--- src/rtl/pc_fetch_pkg.sv ---
// pc_fetch_pkg
//   Shared encodings for the PC fetch sequencer: FSM state codes and the
//   kind of PC update (increment or load) performed in the UPDATE state.
package pc_fetch_pkg;

   typedef logic [2:0] fetch_state_t;

   localparam fetch_state_t IDLE   = 3'd0;
   localparam fetch_state_t FETCH  = 3'd1;
   localparam fetch_state_t HOLD   = 3'd2;
   localparam fetch_state_t UPDATE = 3'd3;
   localparam fetch_state_t HALTED = 3'd4;

   localparam logic UPD_INC  = 1'b0;
   localparam logic UPD_LOAD = 1'b1;

endpackage

--- src/rtl/pc_fetch_sequencer.sv ---
// pc_fetch_sequencer
//   Drives the program counter register: fetches the instruction at PCout
//   over a req/ack memory handshake, presents it to decode over valid/ready,
//   then increments the PC or loads a captured redirect target.
//
//   Ports
//     clk, rst_n                 clock, synchronous active-low reset
//     PCout                      current PC from the PC register
//     PCdata, PCload, PCinc      PC register controls (one-cycle strobes)
//     imem_req, imem_addr        fetch request / address
//     imem_ack, imem_rdata       fetch completion / instruction data
//     instr, instr_valid         instruction to decode
//     instr_ready                decode accepts instr
//     redir_valid, redir_target  branch/jump redirect request
//     halt                       level; stop fetching at the next UPDATE
//
//   state  | meaning
//   -------+-----------------------------------------------------------
//   IDLE   | out of reset, decide between fetching and halting
//   FETCH  | imem_req asserted at PCout, waiting for imem_ack
//   HOLD   | instr_valid asserted, waiting for instr_ready or redirect
//   UPDATE | one-cycle PCinc or PCload strobe
//   HALTED | parked while halt=1; redirects ignored
module pc_fetch_sequencer
   import pc_fetch_pkg::*;
#(
   parameter int N = 32,
   parameter int W = 32
) (
   input  logic         clk,
   input  logic         rst_n,
   input  logic [N-1:0] PCout,
   output logic [N-1:0] PCdata,
   output logic         PCload,
   output logic         PCinc,
   output logic         imem_req,
   output logic [N-1:0] imem_addr,
   input  logic         imem_ack,
   input  logic [W-1:0] imem_rdata,
   output logic [W-1:0] instr,
   output logic         instr_valid,
   input  logic         instr_ready,
   input  logic         redir_valid,
   input  logic [N-1:0] redir_target,
   input  logic         halt
);

   fetch_state_t state;
   logic         redir_pend;
   logic         upd_kind;
   logic [N-1:0] tgt_q;
   logic         capture_en;

   // Redirects are only meaningful while a fetch/update is in flight.
   assign capture_en = redir_valid &&
                       ((state == FETCH) || (state == HOLD) || (state == UPDATE));

   always_ff @(posedge clk) begin
      if (!rst_n) begin
         state      <= IDLE;
         redir_pend <= 1'b0;
         tgt_q      <= '0;
         upd_kind   <= UPD_INC;
         instr      <= '0;
      end else begin
         // A redirect arriving during a load UPDATE wins over the clear, so
         // it is applied after the next fetch is squashed.
         if (capture_en) begin
            redir_pend <= 1'b1;
            tgt_q      <= redir_target;
         end else if ((state == UPDATE) && (upd_kind == UPD_LOAD)) begin
            redir_pend <= 1'b0;
         end

         case (state)
            IDLE: begin
               state <= halt ? HALTED : FETCH;
            end
            FETCH: begin
               if (imem_ack) begin
                  if (redir_pend || redir_valid) begin
                     upd_kind <= UPD_LOAD;
                     state    <= UPDATE;
                  end else begin
                     instr <= imem_rdata;
                     state <= HOLD;
                  end
               end
            end
            HOLD: begin
               // Redirect squashes the held instruction even if accepted now.
               if (redir_valid || redir_pend) begin
                  upd_kind <= UPD_LOAD;
                  state    <= UPDATE;
               end else if (instr_ready) begin
                  upd_kind <= UPD_INC;
                  state    <= UPDATE;
               end
            end
            UPDATE: begin
               state <= halt ? HALTED : FETCH;
            end
            HALTED: begin
               if (!halt) state <= FETCH;
            end
            default: begin
               state <= IDLE;
            end
         endcase
      end
   end

   assign imem_req    = (state == FETCH);
   assign imem_addr   = (state == FETCH) ? PCout : '0;
   assign instr_valid = (state == HOLD);
   assign PCload      = (state == UPDATE) && (upd_kind == UPD_LOAD);
   assign PCinc       = (state == UPDATE) && (upd_kind == UPD_INC);
   assign PCdata      = PCload ? tgt_q : '0;

endmodule

--- config.mk ---
export PLATFORM = sky130hd
export DESIGN_NAME = pc_fetch_sequencer
export DESIGN_NICKNAME = d
export VERILOG_FILES = /design/src/rtl/pc_fetch_pkg.sv /design/src/rtl/pc_fetch_sequencer.sv
export SDC_FILE = /design/constraint.sdc
export NUM_CORES = 1
export LEC_CHECK = 0
export ABC_CLOCK_PERIOD_IN_PS = 4400
export CAP_MARGIN = 20
export CORE_ASPECT_RATIO = 1.1
export CORE_MARGIN = 3
export CORE_UTILIZATION = 30
export DETAILED_ROUTE_END_ITERATION = 7
export GPL_TIMING_DRIVEN = 1
export PLACE_DENSITY = 0.8
export RECOVER_POWER = 100
export SYNTH_ARGS = -nofsm -noshare
export SYNTH_HDL_FRONTEND = slang
export SYNTH_SLANG_ARGS = --single-unit
--- constraint.sdc ---
create_clock -name clk -period 4.4 [get_ports clk]
set_clock_uncertainty 0.15 [all_clocks]
set_input_delay 0.88 -clock clk [delete_from_list [all_inputs] [get_ports clk]]
set_output_delay 0.88 -clock clk [all_outputs]
set_load 0.02 [all_outputs]
==> impl_metrics.py <==
metrics = {
    "die": {
        "coreArea_um2": 9540,
        "ios": 202,
        "die_w_um": 101,
        "die_h_um": 111,
        "die-area_um2": 11200,
        "initial_core_util_pct": 31.5,
        "row_count": 37,
    },
    "place": {
        "dp_hpwl_um": 7480,
        "pre_cts_slack_ns": 1.24,
        "routabilityCongestion": 0.994,
        "io_buffers": 201,
        "dp_cells": 681,
    },
    "critical_path": {
        "critPathKind": "in -> reg",
        "arrival_ns": 3.60,
        "cp-end-kind": "flop",
        "start_kind": "input port",
        "critPathLaunch": "redir_valid",
        "timing.rr.end": "instr[5]",
        "path_max_fanout": 19,
        "reg2reg_setup_slack_ns": 1.56,
        "cp.required_ns": 4.50,
        "r2r_start": "state[2]",
        "r2r_cells": 5,
    },
    "synth": {
        "synth_top_family_by_area": "simple AND/OR/NAND/NOR gates",
        "synth.distinct_cells": 30,
        "synthMuxAreaShare_pct": 0,
        "synthTopCellsByArea": "dfxtp_1 (46%), nand2_1 (16%), and2_1 (13%), a21oi_1 (9.5%), buf_6 (2.3%)",
        "synth_area_per_cell_um2": 7.71,
        "synth_edf_count": 0,
        "synth_top_cell_by_area": "dfxtp_1",
        "synth_top_area_share_pct": 46.0,
        "synthesis.nets": 491,
        "synthCells": 389,
        "ys_warn_count": 0,
        "synth_xor_area_share_pct": 0,
        "yosys_most_used_dff": "dfxtp_1",
        "synth.most_common_cell": "nand2_1",
        "synthTopCellsByCount": "nand2_1 (129), dfxtp_1 (69), and2_1 (64)",
        "synth_fa_ha_area_share_pct": 0,
        "syn_area_um2": 3000,
        "ys_async_sr_fraction_pct": 0,
        "synth_compound_area_share_pct": 14.3,
        "ys_ff_latch": 69,
        "synthSimpleGateAreaFrac_pct": 33.6,
        "seq_area_frac_synth_pct": 46.0,
    },
    "final_layout": {
        "instances_no_fill": 699,
        "drive_above_1_share_pct": 4.47,
        "diodes": 0,
        "nets": 679,
        "syn_to_final_growth_pct": 76.6,
    },
    "clock_network": {
        "worstSkewPairLatency_ns": 0.34,
        "htreeDepth": 3,
        "cts_tree": "built",
        "cts.sinks": 69,
        "cts-buffers-inserted": 9,
        "cts_hold_buffers": 0,
        "clockBufferDepth": 2,
        "clk_pin_slew_ns": 0.07,
        "ctsResizeCount": 0,
        "cts_root_buffer": "clkbuf_8",
        "cts_setup_buffers": 0,
    },
    "status": {
        "outcome": "complete, but fails checks",
        "violations": "capacitance limit, slew limit",
    },
    "detailed_routing": {
        "drt_iter0_drc": 98,
        "dr.pass1.iters": 4,
        "drt.antenna.violating_nets": 0,
        "vias": 3209,
        "wirelength_um": 9970,
        "wire_per_inst_um": 14.3,
        "drc": 0,
        "routed_via_density": 4.59,
    },
    "timing": {
        "slew_headroom_pct": -18.4,
        "slew_violations": 59,
        "hold_slack_ns": 0.301,
        "min_period_ns": 3.50,
        "fin_crit_sh_pct": 79.5,
        "fmax_ghz": 0.286,
        "hold_viol_final": 0,
        "rsz0062_at_grt": "false",
        "tns_ns": 0,
        "tightest_slew_ns": 1.77,
        "final-setup-viol-count": 0,
        "finalWorstSetupSlack_ns": 0.902,
    },
    "pwr": {
        "p_per_area_nw_per_um2": 318,
        "worst_ir_drop_vdd_mv": 0.194,
        "p_leak_uw": 0.00221,
    },
    "global_routing": {
        "grt_max_degree": 59,
        "overflow": 0,
        "grtUsageTotal_pct": 17.3,
        "grt_pass1_wl_um": 15600,
        "antenna_found_initial": 0,
        "grt_pass1_vias": 3136,
    },
    "hold_path": {
        "hold_depth": 2,
        "hold_path.startpoint": "tgt_q[23]",
        "holdCritPathClass": "reg -> reg",
        "holdPathEnd": "tgt_q[23]",
    },
    "run": {
        "cap_violations": 1,
    },
}
## critical path, stage by stage
cell	delay, ns
dlygate4sd3_1	0.62
or3_1	0.40
nor2_1	0.76
clkbuf_1	0.65
nand2_1	0.13
a21oi_1	0.15
## metrics by stage
stage	area (um^2)	utilization, %	power [uW]
after floorplan	3000	-	910
after global placement	5030	52.7	1110
after detailed placement	5030	52.7	1120
after CTS	5250	55.1	1710
after global routing	5300	55.5	1770
final	5300	55.5	1680
## area by class of cell
| class | instances | area [um^2] |
|---|---|---|
| Clock inverter | 6 | 86.3 |
| Inverter | 3 | 11.3 |
| Sequential cell | 69 | 1380 |
| Clock buffer | 10 | 138 |
| Tap cell | 117 | 146 |
| Multi-Input combinational cell | 287 | 1440 |
| Timing Repair Buffer | 207 | 2090 |
| Fill cell | 891 | 4240 |
## worst max path at each step
stage	to	depth (start not counted)
2_1_floorplan	imem_addr[22]	4
3_3_place_gp	imem_addr[0]	3
3_5_place_dp	imem_addr[28]	3
4_1_cts	PCdata[4]	5
5_1_grt	instr[24]	6
6_report	instr[5]	6
## flip-flops by register name, indices dropped and copies added, names as in the netlist
signal      cells
tgt_q          32
upd_kind        1
instr          32
state           3
redir_pend      1
## power by group
part / total (uW) / leakage [uW] / internal, uW / switching (uW)
Clock: 584 / 0.000112 / 334 / 250
Combinational: 408 / 0.00154 / 209 / 199
Sequential: 690 / 0.000561 / 664 / 25.9
## kinds of logic (layout without fill, tap and decap cells)
kind of cell	after synthesis	count (layout)
AOI/OAI and AO/OA	76	76
buffers and inverters	33	226
DFF	69	69
and+or+nand+nor	211	211
## layer usage
metal / vias up / wire [um] / global-route usage [%]
met4: 0 / 215 / 6.12
met1: 1462 / 4160 / 20.9
met2: 108 / 4820 / 28.2
li1: 1622 / - / -
met3: 17 / 778 / 5.85
met5: - / 0 / 0
## cells in the final DEF, fill, tap and decap left out, types with 3 or more instances in the layout
master	count
clkbuf_8	10
nor2_1	6
clkdlybuf4s50_1	101
o21ai_0	3
inv_1	3
buf_4	3
nand2_1	129
dlygate4sd3_1	100
dfxtp_1	69
a21oi_1	57
and2_1	64
a21boi_0	7
Power figures use the tool's default switching activity.
